## config.mk

```make
export PLATFORM = sky130hd
export DESIGN_NAME = pattern_bit_serializer
export DESIGN_NICKNAME = d
export VERILOG_FILES = /design/src/rtl/pattern_bit_serializer.sv
export SDC_FILE = /design/constraint.sdc
export NUM_CORES = 1
export LEC_CHECK = 0
export ABC_AREA = 1
export BUFFER_PORTS_ARGS = -buffer_cell sky130_fd_sc_hd__buf_2
export CAP_MARGIN = 15
export CORE_AREA = 8 8 46 48
export CTS_BUF_LIST = sky130_fd_sc_hd__clkbuf_16
export CTS_CLUSTER_SIZE = 20
export DETAILED_ROUTE_END_ITERATION = 12
export DIE_AREA = 0 0 54 56
export PLACE_DENSITY = 0.82
export SLEW_MARGIN = 20
export SYNTH_ARGS = -nofsm -noshare
export SYNTH_HDL_FRONTEND = slang
export SYNTH_SLANG_ARGS = --single-unit
```

## constraint.sdc

```tcl
create_clock -name clk -period 2.53 [get_ports clk]
set_input_delay 0.6325 -clock clk [delete_from_list [all_inputs] [get_ports clk]]
set_output_delay 0.6325 -clock clk [all_outputs]
set_load 0.01 [all_outputs]
```

## src/rtl/pattern_bit_serializer.sv

```systemverilog
// ============================================================================
// pattern_bit_serializer
// ----------------------------------------------------------------------------
// Upstream feeder for the serial pattern detector. Parallel words arrive over
// a valid/ready handshake and are shifted out MSB-first, one bit per clock, on
// nwbit. A new word can be taken during the last bit of the current frame, so
// back-to-back words form one continuous bit stream with no idle gap.
//
// Handshake: a word transfers on a rising clk edge where din_valid and
// din_ready are both 1. din_ready is high in IDLE and during the last bit of
// a frame. At all other times din/din_valid are ignored. din_ready never
// depends on din_valid.
//
// Optional feature (macro SERIALIZER_PARITY_EN):
//   defined   - an even-parity bit (XOR of the word) is appended after the
//               data bits; frame length is WIDTH+1.
//   undefined - no parity logic; frame length is WIDTH.
//
// Parameters:
//   WIDTH     data word width (2..32)
//   IDLE_BIT  value on nwbit when no frame bit is being emitted
//
// Ports:
//   clk        in   rising-edge clock
//   rst        in   asynchronous, active-high reset
//   din        in   parallel word to serialize
//   din_valid  in   din holds a word to be accepted
//   din_ready  out  a word can be accepted at the next rising edge
//   nwbit      out  serial bit stream
//   bit_valid  out  nwbit carries a frame bit this cycle
//   busy       out  a frame is being shifted out
//   word_done  out  one-cycle pulse during the last bit of a frame
// ============================================================================
module pattern_bit_serializer #(
    parameter int   WIDTH    = 8,
    parameter logic IDLE_BIT = 1'b0
) (
    input  logic             clk,
    input  logic             rst,
    input  logic [WIDTH-1:0] din,
    input  logic             din_valid,
    output logic             din_ready,
    output logic             nwbit,
    output logic             bit_valid,
    output logic             busy,
    output logic             word_done
);

`ifdef SERIALIZER_PARITY_EN
    localparam int FRAME_LEN = WIDTH + 1;
`else
    localparam int FRAME_LEN = WIDTH;
`endif
    localparam int CW = $clog2(WIDTH + 1);
    localparam logic [CW-1:0] LAST_CNT = CW'(FRAME_LEN - 1);

    typedef enum logic {
        S_IDLE  = 1'b0,
        S_SHIFT = 1'b1
    } state_e;

    state_e               state_q, state_d;
    logic [FRAME_LEN-1:0] sr_q, sr_d;
    logic [CW-1:0]        cnt_q, cnt_d;
    logic [FRAME_LEN-1:0] load_word;
    logic                 last_bit;

    // Frame image loaded into the shift register; MSB leaves first.
`ifdef SERIALIZER_PARITY_EN
    assign load_word = {din, ^din};
`else
    assign load_word = din;
`endif

    assign last_bit = (state_q == S_SHIFT) && (cnt_q == LAST_CNT);

    // ------------------------------------------------------------------------
    // State register
    // ------------------------------------------------------------------------
    always_ff @(posedge clk or posedge rst) begin
        if (rst) begin
            state_q <= S_IDLE;
            sr_q    <= '0;
            cnt_q   <= '0;
        end else begin
            state_q <= state_d;
            sr_q    <= sr_d;
            cnt_q   <= cnt_d;
        end
    end

    // ------------------------------------------------------------------------
    // Next-state logic
    // ------------------------------------------------------------------------
    always_comb begin
        state_d = state_q;
        sr_d    = sr_q;
        cnt_d   = cnt_q;
        unique case (state_q)
            S_IDLE: begin
                if (din_valid) begin
                    sr_d    = load_word;
                    cnt_d   = '0;
                    state_d = S_SHIFT;
                end
            end
            S_SHIFT: begin
                if (last_bit) begin
                    if (din_valid) begin
                        // Reload in place: first bit of the next word follows
                        // directly after this last bit.
                        sr_d  = load_word;
                        cnt_d = '0;
                    end else begin
                        sr_d    = '0;
                        cnt_d   = '0;
                        state_d = S_IDLE;
                    end
                end else begin
                    sr_d  = {sr_q[FRAME_LEN-2:0], 1'b0};
                    cnt_d = cnt_q + CW'(1);
                end
            end
            default: begin
                state_d = S_IDLE;
            end
        endcase
    end

    // ------------------------------------------------------------------------
    // Output decode (registered state only; rst gates din_ready so no word is
    // offered while reset is held, and it returns as soon as rst falls)
    // ------------------------------------------------------------------------
    always_comb begin
        din_ready = 1'b0;
        nwbit     = IDLE_BIT;
        bit_valid = 1'b0;
        busy      = 1'b0;
        word_done = 1'b0;
        if (state_q == S_SHIFT) begin
            nwbit     = sr_q[FRAME_LEN-1];
            bit_valid = 1'b1;
            busy      = 1'b1;
            word_done = last_bit;
            din_ready = last_bit && !rst;
        end else begin
            din_ready = !rst;
        end
    end

endmodule

```

==> results of run 1 <==
==> cells by family after synthesis <==
logic type | Yosys count | share of synthesized area, %
simple gates | 48 | 29.23
fa+ha+maj | 1 | 1.782
buf+inv | 18 | 12.30
compound gates | 11 | 9.091
flops | 13 | 46.35
xor+xnor | 1 | 1.248
==> sequential cells by signal, indices dropped and copies added (netlist names) <==
signal	count
cnt_q	4
sr_q	8
state_q	1
==> worst max path at each step <==
stage,from,to,slack (ps),cells after the start
final,cnt_q[1],din_ready,360,4
after global routing,cnt_q[1],din_ready,240,4
after CTS,cnt_q[1],din_ready,360,4
after detailed placement,cnt_q[1],din_ready,610,4
after global placement,cnt_q[1],din_ready,670,4
after floorplan,cnt_q[1],din_ready,860,4
==> metal layers <==
metal  vias up  global-route usage [%]  share of wire [%]
li1        318                       -                  -
met1       287                   12.21                 45
met2        18                   15.92                 46
met3         4                   1.872                5.9
met4         0                   7.746                3.0
met5         -                       0                  0
==> cell usage after synthesis (all sizes together) <==
library cell,instances
xnor2,1
buf,4
inv,14
a31oi,1
ha,1
nor2,11
dfrtp,13
o21ai,1
nand2,25
nand3,10
a21oi,9
nand4,2
==> critical path, cell delays in order (launching register included) <==
cell	delay (ps)
dfrtp_1	390
ha_1	220
nand3_1	330
a21oi_1	220
buf_2	140
==> stage by stage <==
| step | std cells | worst slack, ps | utilization (%) | hold slack [ps] |
|---|---|---|---|---|
| finish | 123 | 358.6 | 58.62 | 419.6 |
| global route | 123 | 241.9 | 58.62 | 475.1 |
| detailed placement | 119 | 610.6 | 53.14 | 477.5 |
| global placement | 119 | 671.7 | 53.14 | 474.1 |
| CTS | 123 | 362.6 | 58.62 | 439.3 |
| floorplan | 92 | 861.6 | - | 449.9 |
==> cell type report <==
cell class	instances	area, um2
fillers	133	594.3
flip-flops and latches	13	325.3
multi-input cells	61	290.3
clock buffers	3	75.07
repair buffers	15	75.07
inverters	14	52.55
well taps	16	20.02
clock inverters	1	3.754
==> where the power goes <==
part	internal (mW)	leakage (nW)	total, mW	switching [mW]
sequential	0.294	0.162	0.368	0.0733
combinational	0.142	0.278	0.340	0.198
clock	0.208	0.0423	0.290	0.0825
total	0.644	0.482	0.998	0.353
==> cells in the final DEF (no fill, tap or decap), drive strengths merged <==
master and count:
a21oi 9, a31oi 1, buf 15, clkbuf 3, dfrtp 13, ha 1, inv 15, nand2 25
nand3 10, nand4 2, nor2 11, o21ai 1, xnor2 1
==> results by group, run 1 <==
Outcome
  • Status: complete, no violations

Placement
  • Port bufs: 15
  • Placer congestion estimate: 0.7805
  • Placement Cell Area: 763.2 um2
  • Post-DP HPWL: 1.003 mm

Route
  • DRT antenna net count: 0
  • First drt pass iteration count: 4
  • Final wirelength: 1.431 mm
  • Vias per cell: 5.098
  • DR WL/cell: 11.63 um
  • Vias post-DR: 627
  • DRC Markers: 0
  • DRT iter0 DRCs: 12

Logic synthesis
  • Synth warn: 0
  • Average size of a mapped cell: 7.630 um2
  • Top cells by area, synth: dfrtp_1 46%, nand2_1 13%, nand3_1 7.1%, inv_1 7.0%, nor2_1 5.3%
  • Sequential fraction of the synthesis area: 46.35%
  • Post-synthesis register bit count: 13
  • Area leader, netlist: dfrtp_1
  • Count of different cell masters after synthesis: 16
  • Post-synth top area share: 46.35%
  • Syn Nets: 104
  • Synth Instances: 92
  • Synthesized area: 701.9 um2

Global route
  • First-pass GRT wire length: 2.463 mm
  • Number of global-route vias before repair: 629
  • Overflow after GRT: 0
  • Initial antenna violation count: 0
  • GR Util All Layers: 10.43%
  • Largest net degree at the start of global routing: 17

Clock network
  • Quantity of hold-fixing buffers added after cts: 0
  • TritonCTS buffer count: 3
  • Clock transition at path regs: 40 ps
  • # clock sinks: 13
  • Root buf cell: clkbuf_16
  • Htree depth: 1
  • Post-cts repair resize count: 0
  • CTS Buffer Depth: 2
  • Setup repair bufs after CTS: 0
  • Worst skew pair latency: 240 ps
  • CTS tree: built

Final layout
  • Layout Cell Area excl Fill: 842.1 um2
  • Share of layout cells above drive strength 1: 20.56%
  • Synthesis-to-finish area growth: 19.96%
  • Nets: 120
  • ANT cells: 0

Timing
  • Fmax: 460.5 MHz
  • Clock Skews: 1.668 ps
  • Period utilization: 85.82%
  • Minimum clock period: 2171 ps
  • Hold Vio Cnt, Final: 0
  • Final setup fails: 0
  • Transition time of the tightest slew-check pin: 531.3 ps
  • Rel. slew slack: 64.58%
  • Final setup TNS: 0 ps
  • Unrepaired setup endpoints after global routing: false
  • Final Max Tran Viols: 0

Worst setup path
  • Worst-path fanout max: 11
  • FF-to-FF End: cnt_q[3]
  • CP endpoint kind: output pin
  • Flop2flop setup slack: 1060 ps
  • WP data required: 1900 ps
  • CP Data Arrival Time: 1540 ps
  • FF-to-FF path depth: 6
  • WS Path Type: reg2out
  • Worst r2r src: cnt_q[1]
  • Critical path launch point type: flop

Power
  • Total Power: 0.9978 mW
  • Pwr/cell area: 1185 nW/um2
  • Lkg Pwr: 0.4824 nW
  • Worst vdd ir: 0.0004278 V

Worst hold path
  • HP Class: in2async

Die
  • Die area: 3024 um2
  • Starting Density: 48.87%
  • Core area: 1436 um2
  • DIE WIDTH: 54 um
  • Io pins: 16
  • Die height: 56 um
  • Placement row count: 14

Flow run
  • Max Cap Viol: 0
No activity file was read; power rests on OpenSTA's default activity.
==> run 2: changes to the inputs <==
--- a/config.mk
+++ b/config.mk
@@ -5,15 +5,14 @@
 export SDC_FILE = /design/constraint.sdc
 export NUM_CORES = 1
 export LEC_CHECK = 0
-export ABC_AREA = 1
 export BUFFER_PORTS_ARGS = -buffer_cell sky130_fd_sc_hd__buf_2
 export CAP_MARGIN = 15
-export CORE_AREA = 8 8 46 48
+export CORE_AREA = 8 8 45 47
 export CTS_BUF_LIST = sky130_fd_sc_hd__clkbuf_16
 export CTS_CLUSTER_SIZE = 20
 export DETAILED_ROUTE_END_ITERATION = 12
-export DIE_AREA = 0 0 54 56
-export PLACE_DENSITY = 0.82
+export DIE_AREA = 0 0 53 55
+export PLACE_DENSITY_LB_ADDON = 0.25
 export SLEW_MARGIN = 20
 export SYNTH_ARGS = -nofsm -noshare
 export SYNTH_HDL_FRONTEND = slang
==> results by group, run 2 <==
Placement
  • Dpl cells: 91 (-24%)
  • Port bufs: 15 (unchanged)
  • Placer congestion estimate: 0.7191 (-7.9%)
  • Pre-CTS setup slack: 719.3 ps (+108.7 ps)
  • Post-DP HPWL: 1.046 mm (+4.3%)

Final layout
  • Top flop regs: sr_q x8, cnt_q x4, state_q x1
  • Max reg flops: 8 (unchanged)
  • Nets: 92 (-23%)
  • Layout Cells excl Fill: 95 (-23%)
  • Core Util, Final: 60.13% (+1.5 points)
  • Most flops, register: sr_q
  • Synthesis-to-finish area growth: 19.82%
  • ANT cells: 0 (unchanged)
  • Share of layout cells above drive strength 1: 26.58% (+6.0 points)
  • Commonest non-fill, non-tap cell in the layout: buf_2
  • Most frequent cells in the layout: 15 x buf_2, 13 x dfrtp_1, 11 x nor2_1

Logic synthesis
  • Fraction of registers with async set/reset: 100.0% (unchanged)
  • Largest family of logic cells by synthesized area: simple AND/OR/NAND/NOR gates
  • Post-Synth XOR/XNOR Area: 0% (-1.2 points)
  • Most frequent cells after synthesis: 13 x dfrtp_1, 11 x nor2_1, 8 x mux2i_1
  • Synthesized area: 694.4 um2 (-1.1%)
  • Area leader, netlist: dfrtp_1
  • Synth warn: 0 (unchanged)
  • Post-synthesis register bit count: 13 (unchanged)
  • Count of different cell masters after synthesis: 21 (+5)
  • Post-synth top area share: 46.85% (+0.50 points)
  • Syn Nets: 77 (-26%)
  • Top cells by area, synth: dfrtp_1 47%, mux2i_1 12%, a221o_1 10%, nor2_1 5.9%, nand3b_4 2.9%
  • Post-synthesis mux area share: 11.53% (+12 points)
  • Average size of a mapped cell: 10.68 um2 (+40%)
  • Post-synthesis adder-cell area fraction: 1.802% (+0.019 points)
  • Synth Instances: 65 (-29%)
  • Most instantiated library cell after synthesis: dfrtp_1
  • Sequential fraction of the synthesis area: 46.85% (+0.50 points)
  • Synth Area in Simple Gates: 18.38% (-11 points)
  • Synth Flop Type: dfrtp_1
  • Synth Area in Compound Gates: 14.59% (+5.5 points)
  • Number of flops mapped to enable cells by yosys: 0 (unchanged)

Clock network
  • Clock transition at path regs: 40 ps (about the same)
  • Post-cts repair resize count: 0 (unchanged)
  • CTS Buffer Depth: 2 (unchanged)
  • Root buf cell: clkbuf_16
  • Worst skew pair latency: 240 ps (about the same)
  • Quantity of hold-fixing buffers added after cts: 0 (unchanged)
  • CTS tree: built
  • Setup repair bufs after CTS: 0 (unchanged)
  • # clock sinks: 13 (unchanged)
  • Htree depth: 1 (unchanged)
  • TritonCTS buffer count: 3 (unchanged)

Route
  • DRT iter0 DRCs: 24 (+12)
  • Final wirelength: 1.455 mm (+1.7%)
  • Vias post-DR: 545 (-13%)
  • DRT antenna net count: 0 (unchanged)
  • First drt pass iteration count: 5 (+1)
  • Vias per cell: 5.737 (+13%)
  • DRC Markers: 0 (unchanged)
  • DR WL/cell: 15.32 um (+32%)

Worst setup path
  • CP Data Arrival Time: 1420 ps (-120 ps)
  • FF-to-FF path depth: 4 (-2)
  • Worst r2r src: cnt_q[0]
  • CP endpoint kind: output pin
  • Critical path launch point type: flop
  • CP cell instances: ha_1 -> nand3b_4 -> and2_4 -> nor2_1 -> buf_2
  • WP data required: 1900 ps (about the same)
  • FF-to-FF End: sr_q[1]
  • CP max stage cell: dfrtp_1
  • Top delay family on crit path: simple AND/OR/NAND/NOR gates
  • Largest stage delay on the critical path: 380 ps (about the same)
  • Worst-path fanout max: 9 (-2)
  • Flop2flop setup slack: 1000 ps (-60 ps)
  • WS Path Type: reg2out
  • Crit path buffers/inverters: 1 (unchanged)

Worst hold path
  • HP Class: in2async

Die
  • Io pins: 16 (unchanged)
  • DIE WIDTH: 53 um (-1.9%)
  • Die area: 2915 um2 (-3.6%)
  • Placement row count: 14 (unchanged)
  • Starting Density: 50.18% (+1.3 points)
  • Die height: 55 um (-1.8%)
  • Core area: 1384 um2 (-3.7%)

Global route
  • GR Util All Layers: 11.60% (+1.2 points)
  • First-pass GRT wire length: 2.456 mm (-0.28%)
  • Initial antenna violation count: 0 (unchanged)
  • Largest net degree at the start of global routing: 20 (+3)
  • Number of global-route vias before repair: 570 (-9.4%)
  • Overflow after GRT: 0 (unchanged)

Timing
  • Minimum clock period: 2050 ps (-121.2 ps)
  • Period utilization: 81.03% (-4.8 points)
  • Worst setup margin: 479.9 ps (+121.2 ps)
  • Final Max Tran Viols: 0 (unchanged)
  • Final setup TNS: 0 ps (unchanged)
  • Final setup fails: 0 (unchanged)
  • Unrepaired setup endpoints after global routing: false
  • Transition time of the tightest slew-check pin: 569.6 ps (+38.35 ps)
  • Fmax: 487.8 MHz (+5.9%)
  • Clock Skews: 0.8741 ps (-0.7935 ps)
  • Rel. slew slack: 61.88% (-2.7 points)
  • Hold Vio Cnt, Final: 0 (unchanged)

Flow run
  • Max Cap Viol: 0 (unchanged)

Power
  • Lkg Pwr: 0.4394 nW (-8.9%)
  • Worst vdd ir: 0.0005536 V (+29%)
  • Pwr/cell area: 1112 nW/um2 (-6.1%)

Outcome
  • Status: complete, no violations
==> run 2: where the power goes <==
part / leakage [nW] / switching [mW] / internal, mW / total [mW]
combinational: 0.231 / 0.125 / 0.148 / 0.273
clock: 0.0423 / 0.0834 / 0.208 / 0.291
sequential: 0.166 / 0.0740 / 0.287 / 0.361
==> run 2: logic make-up (layout without fill, tap and decap cells) <==
family / after synthesis / count (layout)
AOI/OAI and AO/OA: 11 / 11
adders and majority gates: 1 / 1
buffers and inverters: 8 / 22
DFF: 13 / 13
muxes: 8 / 8
and+or+nand+nor: 24 / 24
==> run 2: through the flow <==
stage	hold slack, ps	power (mW)	cell area, um2
6_report	427.4	0.9253	832.0
5_1_grt	475.0	0.9901	832.0
4_1_cts	440.0	0.9338	832.0
3_5_place_dp	495.3	0.6382	753.2
3_3_place_gp	488.5	0.6260	753.2
2_1_floorplan	477.9	0.5846	694.4
==> run 2: worst max-delay path by stage <==
stage,start,to,cells past startpoint
2_1_floorplan,cnt_q[0],din_ready,5
3_3_place_gp,state_q,din_ready,3
3_5_place_dp,state_q,din_ready,3
4_1_cts,state_q,din_ready,3
5_1_grt,state_q,din_ready,3
6_report,cnt_q[0],din_ready,5
==> run 2: cell type report <==
type | instances | area, um2
fillers | 126 | 551.8
well taps | 16 | 20.02
clock inverters | 1 | 3.754
flip-flops and latches | 13 | 325.3
clock buffers | 3 | 75.07
multi-input cells | 44 | 321.6
repair buffers | 15 | 75.07
inverters | 3 | 11.26
==> run 2: layer usage <==
metal	global-route usage [%]	part of all wire (%)	wire, um
met1	12.38	44	643
met4	7.759	1.8	26
met5	0	0	0
met2	18.75	47	683
met3	4.545	7.0	102
